<file path="src/rtl/sequential_to_simultaneous_reg_pkg.sv">
// Shared definitions for the BCH shift-register stages: output FSM states and
// the width/guard helper functions used to size counters.
package sequential_to_simultaneous_reg_pkg;

    typedef enum logic {
        ST_EMPTY = 1'b0,
        ST_FULL  = 1'b1
    } out_state_t;

    // Maps a zero-valued parameter to 1 so that "0" behaves as "every strobe".
    function automatic int notBeingZero(input int value);
        return (value == 0) ? 1 : value;
    endfunction

    // Bits needed to hold the value n (minimum 1).
    function automatic int bitWidthCal(input int n);
        int w;
        w = 1;
        for (int i = 0; i < 31; i++) begin
            if (n >= (1 << i)) begin
                w = i + 1;
            end
        end
        return w;
    endfunction

endpackage

</file>
<file path="src/rtl/sequential_to_simultaneous_reg_clk_distance_counter.sv">
// Strobe decimator: passes every CLK_DISTANCE-th enabled strobe as dis_en.
// Shared with the upstream simultaneous-to-sequential stage.
module clk_distance_counter
    import sequential_to_simultaneous_reg_pkg::*;
#(
    parameter int CLK_DISTANCE = 1
) (
    input  logic clk,
    input  logic Srst,
    input  logic init,
    input  logic en,
    input  logic sft_en,
    output logic dis_en
);

    localparam int D  = notBeingZero(CLK_DISTANCE);
    localparam int DW = bitWidthCal(D - 1);

    logic [DW-1:0] r_dc;
    logic          w_last;
    logic          w_step;

    assign w_last = (r_dc == DW'(D - 1));
    assign w_step = en & sft_en & ~init;
    assign dis_en = w_step & w_last;

    always_ff @(posedge clk) begin
        if (Srst) begin
            r_dc <= '0;
        end else if (en & init) begin
            r_dc <= '0;
        end else if (w_step) begin
            r_dc <= w_last ? '0 : r_dc + DW'(1);
        end
    end

endmodule

</file>
<file path="src/rtl/sequential_to_simultaneous_reg.sv">
// Serial-to-parallel collector: gathers BIT_WIDTH symbols into a SHIFT_LEN word,
// held in a double-buffered output register with a valid/read handshake.
module sequential_to_simultaneous_reg
    import sequential_to_simultaneous_reg_pkg::*;
#(
    parameter int DIRECTION    = 1,
    parameter int SHIFT_LEN    = 4,
    parameter int BIT_WIDTH    = 2,
    parameter int CLK_DISTANCE = 1
) (
    input  logic                                  clk,
    input  logic                                  in_ctr_Srst,
    input  logic                                  in_ctr_init,
    input  logic                                  in_ctr_en,
    input  logic                                  in_ctr_sft_en,
    input  logic                                  in_ctr_rd,
    input  logic [BIT_WIDTH-1:0]                  in,
    output logic [BIT_WIDTH*SHIFT_LEN-1:0]        out,
    output logic                                  out_valid,
    output logic [bitWidthCal(SHIFT_LEN)-1:0]     out_cnt,
    output logic                                  out_ovf
);

    localparam int CW = bitWidthCal(SHIFT_LEN);

    logic [SHIFT_LEN-1:0][BIT_WIDTH-1:0] r_shift;
    logic [SHIFT_LEN-1:0][BIT_WIDTH-1:0] w_shift_nxt;
    logic [SHIFT_LEN-1:0][BIT_WIDTH-1:0] r_out;
    logic [CW-1:0]                       r_cnt;
    logic                                r_ovf;
    logic                                w_acc;
    logic                                w_complete;
    logic                                w_init;
    out_state_t                          r_state;
    out_state_t                          w_state_nxt;

    clk_distance_counter #(
        .CLK_DISTANCE (CLK_DISTANCE)
    ) u_dc (
        .clk    (clk),
        .Srst   (in_ctr_Srst),
        .init   (in_ctr_init),
        .en     (in_ctr_en),
        .sft_en (in_ctr_sft_en),
        .dis_en (w_acc)
    );

    assign w_init     = in_ctr_en & in_ctr_init;
    assign w_complete = w_acc & (r_cnt == CW'(SHIFT_LEN - 1));

    // The completing word is taken from this view so out already contains the last symbol.
    always_comb begin
        w_shift_nxt = r_shift;
        if (DIRECTION > 0) begin
            for (int i = SHIFT_LEN - 1; i > 0; i--) begin
                w_shift_nxt[i] = r_shift[i-1];
            end
            w_shift_nxt[0] = in;
        end else begin
            for (int i = 0; i < SHIFT_LEN - 1; i++) begin
                w_shift_nxt[i] = r_shift[i+1];
            end
            w_shift_nxt[SHIFT_LEN-1] = in;
        end
    end

    always_ff @(posedge clk) begin
        if (in_ctr_Srst) begin
            r_shift <= '0;
            r_cnt   <= '0;
        end else if (w_init) begin
            r_shift <= '0;
            r_cnt   <= '0;
        end else if (w_acc) begin
            r_shift <= w_shift_nxt;
            r_cnt   <= w_complete ? '0 : r_cnt + CW'(1);
        end
    end

    always_ff @(posedge clk) begin
        if (in_ctr_Srst) begin
            r_state <= ST_EMPTY;
        end else begin
            r_state <= w_state_nxt;
        end
    end

    always_comb begin
        w_state_nxt = r_state;
        case (r_state)
            ST_EMPTY: if (w_complete) w_state_nxt = ST_FULL;
            ST_FULL:  if (in_ctr_rd & ~w_complete) w_state_nxt = ST_EMPTY;
            default:  w_state_nxt = ST_EMPTY;
        endcase
    end

    always_comb begin
        out_valid = (r_state == ST_FULL);
    end

    // A completed word overwrites out only if the slot is free or being read now.
    always_ff @(posedge clk) begin
        if (in_ctr_Srst) begin
            r_out <= '0;
            r_ovf <= 1'b0;
        end else begin
            if (w_complete & ((r_state == ST_EMPTY) | in_ctr_rd)) begin
                r_out <= w_shift_nxt;
            end
            if (w_init) begin
                r_ovf <= 1'b0;
            end else if (w_complete & (r_state == ST_FULL) & ~in_ctr_rd) begin
                r_ovf <= 1'b1;
            end
        end
    end

    assign out     = r_out;
    assign out_cnt = r_cnt;
    assign out_ovf = r_ovf;

endmodule

</file>
<file path="config.mk">
export PLATFORM = sky130hd
export DESIGN_NAME = sequential_to_simultaneous_reg
export DESIGN_NICKNAME = d
export VERILOG_FILES = /design/src/rtl/sequential_to_simultaneous_reg_pkg.sv /design/src/rtl/sequential_to_simultaneous_reg_clk_distance_counter.sv /design/src/rtl/sequential_to_simultaneous_reg.sv
export SDC_FILE = /design/constraint.sdc
export NUM_CORES = 1
export LEC_CHECK = 0
export BUFFER_PORTS_ARGS = -buffer_cell sky130_fd_sc_hd__buf_4
export CAP_MARGIN = 20
export CORE_MARGIN = 2
export CORE_UTILIZATION = 50
export CTS_CLUSTER_DIAMETER = 60
export DETAILED_ROUTE_END_ITERATION = 8
export HOLD_SLACK_MARGIN = 0.03
export MAX_ROUTING_LAYER = met4
export PLACE_DENSITY_LB_ADDON = 0.08
export RECOVER_POWER = 25
export SLEW_MARGIN = 25
export SYNTH_ARGS = -nofsm -noshare
export SYNTH_HDL_FRONTEND = slang
export SYNTH_SLANG_ARGS = --single-unit
export TNS_END_PERCENT = 10
</file>
<file path="constraint.sdc">
create_clock -name clk -period 2.05 [get_ports clk]
set_clock_uncertainty 0.2 [all_clocks]
set_input_delay 0.615 -clock clk [delete_from_list [all_inputs] [get_ports clk]]
set_output_delay 0.615 -clock clk [all_outputs]
set_load 0.1 [all_outputs]
</file>
## Word-level counts from Yosys, hierarchy flattened

Index checks and enable logic that the tools add are counted.
W data, S select, Z words.

- Memory bits (read-only): 0
- Bits in latches: 0
- Bits of input ports: 8
- Memories: 0
- Output and inout bits: 13
- Bits in writable memories: 0
- Flip-flop bits (word level): 20
- Word-level logic and storage cells: 35

- Order comparisons: 0
- Shift-type cells: 0
- Multiplexer cells: 5
- Equality and inequality tests: 1
- Bitwise logic cells: 15
- $add $sub $neg: 2
- Multiply operators: 0
- Reductions and logical operators: 1
- Div/mod/pow operators: 0

Operators by type and width:

| operator | number |
|---|---|
| $and A1 B1 Y1 | 9 |
| $not A1 Y1 | 5 |
| $add A3 B1 Y3 const B | 1 |
| $eq A3 B2 Y1 const B | 1 |
| $mux W1 | 3 |
| $mux W3 | 1 |
| $pmux W1 S2 | 1 |
| $reduce_or A2 Y1 | 1 |
| $add A1 B1 Y1 const B | 1 |
| $or A1 B1 Y1 | 1 |

## Longest topological paths before layout

- Depth in word-level cells: 8
- Mapped depth: 5

## By module

A second synthesis with hierarchy kept.

- Cell total of the unflattened synthesis: 77
- Area total of the unflattened synthesis: 778.2 um2

By module, submodules not included:

| module | area an instance (um2) | cells an instance | instances |
|---|---|---|---|
| sequential_to_simultaneous_reg | 769.5 | 76 | 1 |
| clk_distance_counter | 8.8 | 1 | 1 |

## Least setup slack after synthesis

OpenSTA, ideal clock, no wires.

- Kind: flip-flop to flip-flop
- From: register r_cnt[0] (netlist: out_cnt[0])
- To: register r_out (netlist bit out[1])
- Slack: -0.131 ns
- Arrival time: 1.861 ns
- Stages on the path, launching flop included: 6
- Required time: 1.730 ns
- Library setup time: 0.120 ns
- Path buffers: 0
- Path through: dfxtp_1 > ha_1 > ha_1 > inv_1 > o31ai_2 > a21oi_2

- Cells in the longest elaborated chain, start to end: 3

RTL lines:

| element | line | RTL |
|---|---|---|
| start, declared | sequential_to_simultaneous_reg.sv:29 | `logic [CW-1:0] r_cnt;` |
| start signal, assigned | sequential_to_simultaneous_reg.sv:76 | `r_cnt <= w_complete ? '0 : r_cnt + CW'(1);` |
| $eq A3 B2 Y1 | sequential_to_simultaneous_reg.sv:49 | `assign w_complete = w_acc & (r_cnt == CW'(SHIFT_LEN - 1));` |
| $and A1 B1 Y1 | sequential_to_simultaneous_reg.sv:49 |  |
| $and A1 B1 Y1 | sequential_to_simultaneous_reg.sv:107 | `if (w_complete & ((r_state == ST_EMPTY) \| in_ctr_rd)) begin` |
| end signal, assigned | sequential_to_simultaneous_reg.sv:108 | `r_out <= w_shift_nxt;` |
| end, declared | sequential_to_simultaneous_reg.sv:28 | `logic [SHIFT_LEN-1:0][BIT_WIDTH-1:0] r_out;` |

Every way passes these cells.
A chain may end at the register's enable or synchronous reset.

## Final worst setup path

- From: register r_out (netlist bit out[1])
- To: output out[1]

RTL lines:

| element | line | RTL |
|---|---|---|
| end, declared | sequential_to_simultaneous_reg.sv:18 | `output logic [BIT_WIDTH*SHIFT_LEN-1:0] out,` |

No word-level cell between the ends.

==> results_dict.tcl <==
set metrics [dict create \
    status "complete, no violations" \
    yosysUniqueCellTypes 24 \
    cp.arrival_ps 960 \
    wl_met1_um 852 \
    antenna_cells 0 \
    routabilityCongestion 0.764 \
    setup_viol_count_final 0 \
    start_kind "flop" \
    top_layer "met4" \
    hpwl_mm 1.23 \
    detail_route.wl_per_cell_um 13.7 \
    synth_nets 101 \
    p_total_uw 605 \
    portBuffers 20 \
    io-pin-count 21 \
    dieHeight_um 45.0 \
    maxSlewViolCount 0 \
    endpoint_kind "output pin" \
    fin_crit_ps 1780 \
    path_cells "buf_4" \
    r2r_slack_ps 470 \
    yosys_warnings 0 \
    rows 14 \
    clock-sinks 19 \
    grt_pass1_wl_mm 2.80 \
    final_util_pct 64.3 \
    final_cells 126 \
    start_util_pct 54.6 \
    powerDensity_mw_per_mm2 610 \
    path_class "flop to output pin" \
    antenna_left 0 \
    syn_avg_cell_area_um2 9.25 \
    drive_gt1_share_pct 29.1 \
    post-cts-setup-buffers 0 \
    syn_to_final_growth_pct 17.7 \
    cp.depth 1 \
    fmax_ghz 0.563 \
    r2r-end "out_cnt[2]$_SDFFE_PP0P_" \
    drv_cap 0 \
    root_buffer "clkbuf_4" \
    clkTransAtPathRegs_ps 100 \
    max_stage_delay_ps 370 \
    clockBufferDepth 2 \
    path_buf_inv 1 \
    synth_area_leaders "dfxtp_1 45%, a21oi_1 10%, nand2_1 7.6%" \
    worstPathRequired_ps 1230 \
    htree_levels 1 \
    grt_use_total_pct 19.9 \
    crit_start "out[1]$_SDFFE_PP0P_" \
    multi_input_area_um2 385 \
    coreArea_mm2 0.00154 \
    vias 706 \
    grt_max_degree 20 \
    grt_pass1_vias 629 \
    final_nets 121 \
    relSlewSlack_pct 72.4 \
    drtIter0Drc 27 \
    clk_latency_ps 300 \
    r2r_start "out_cnt[0]$_SDFFE_PP0P_" \
    endpoint "out[1]" \
    cts_hold_buf 0 \
    p_leak_uw 0.000380 \
    die-area_mm2 0.00203 \
    critPathMaxFanout 2 \
    avgViaCountPerCell 5.60 \
    slowest_stage "dfxtp_1" \
    r2r_cells 4 \
    wl_mm 1.73 \
    drt-pass1-iter-count 4 \
    synth_area_leader_cell "dfxtp_1" \
    mostFrequentLayoutCells "22 x buf_4, 17 x nand2_1, 17 x a21oi_1, 17 x dfxtp_1" \
    ctsResizeCount 0 \
    grt_antenna_before_repair 0 \
    grt_overflow 0 \
    ir_worst_vdd_mv 0.396 \
    critical_path.top_delay_family "flip-flops" \
    drc 0 \
    syn-cell-area_um2 842 \
    dp_cells 122 \
    die_x_um 45.0 \
    seq_area_um2 383 \
    fillers 156 \
    hold_class "flop to flop" \
    ys_seq_area_share_pct 45.2 \
    netlist.area_leader.share_pct 45.2 \
    wl_met3_um 51 \
    synthCells 91 \
    tightest_slew_ps 414 \
    rsz0062_at_grt "no" \
    numCtsBuffers 3 \
    final_common_cell "buf_4" \
    min_period_over_period_pct 86.6 \
    synth-seq-cells 19 \
    final-hold-violation-count 0 \
    cts_tree "done" \
    wl_met2_um 804 \
]
[synth_stat cells]
| cell type | instances |
|---|---|
| a21o_2 | 1 |
| a21oi_1 | 17 |
| a21oi_2 | 1 |
| a31oi_1 | 1 |
| and3b_1 | 1 |
| buf_12 | 1 |
| buf_2 | 2 |
| buf_6 | 2 |
| clkbuf_1 | 1 |
| clkbuf_2 | 1 |
| clkbuf_4 | 1 |
| dfxtp_1 | 19 |
| ha_1 | 2 |
| inv_1 | 2 |
| nand2_1 | 17 |
| nand2b_1 | 1 |
| nand3b_4 | 1 |
| nand4_1 | 7 |
| nand4_4 | 1 |
| nor2_1 | 1 |
| nor2b_1 | 1 |
| o31ai_1 | 7 |
| o31ai_2 | 1 |
| or3_1 | 2 |
[logic make-up after synthesis]
| family | after synthesis | share of synthesized area (%) |
|---|---|---|
| AOI/OAI and AO/OA | 28 | 20.7 |
| DFF | 19 | 45.2 |
| adders and majority gates | 2 | 2.97 |
| and+or+nand+nor | 32 | 22.1 |
| buffers and inverters | 10 | 9.06 |
[stage by stage]
| stage | instance area, um^2 | worst slack [ps] | setup TNS [ps] | hold WS [ps] |
|---|---|---|---|---|
| detailed placement | 968 | 271 | 0 | 249 |
| global placement | 968 | 290 | 0 | 245 |
| finish | 991 | 274 | 0 | 262 |
| CTS | 995 | 262 | 0 | 263 |
| floorplan | 845 | -21.9 | -21.9 | 237 |
| global route | 991 | 241 | 0 | 278 |
[flip-flops by register name, summed over array words and instances, names as in the netlist]
register,cells
out,8
r_shift,6
out_cnt,3
out_ovf,1
out_valid,1
[cell type report]
type / instances / share of cell area, %
inverter: 2 / 0.758
tap: 16 / 2.02
clock buffer: 4 / 2.65
sequential: 19 / 38.6
multi-input combinational: 62 / 38.9
timing repair buffer: 23 / 17.0
[metal layers]
layer  track usage (%)  up-vias
li1                  -      365
met1              25.2      324
met2              30.9       15
met3              2.40        2
met4              10.6        0
met5                 -        -
[worst min-delay path by stage]
stage                                        from                      end  slack, ps  cells after the start
after floorplan           r_shift[4]$_SDFFE_PP0P_  r_shift[4]$_SDFFE_PP0P_        240                      2
final                     r_shift[5]$_SDFFE_PP0P_  r_shift[5]$_SDFFE_PP0P_        260                      2
after global placement    r_shift[5]$_SDFFE_PP0P_  r_shift[5]$_SDFFE_PP0P_        240                      2
after CTS                 r_shift[5]$_SDFFE_PP0P_  r_shift[5]$_SDFFE_PP0P_        260                      2
after global routing      r_shift[4]$_SDFFE_PP0P_  r_shift[4]$_SDFFE_PP0P_        280                      2
after detailed placement  r_shift[5]$_SDFFE_PP0P_  r_shift[5]$_SDFFE_PP0P_        250                      2
[report_power, final]
group | internal (uW) | leakage, uW | total [uW] | switching [uW]
clock network | 75.8 | 0.0000150 | 189 | 113
registers | 371 | 0.000154 | 372 | 1.47
logic | 15.5 | 0.000211 | 43.5 | 28.0
Power figures use the tool's default switching activity.
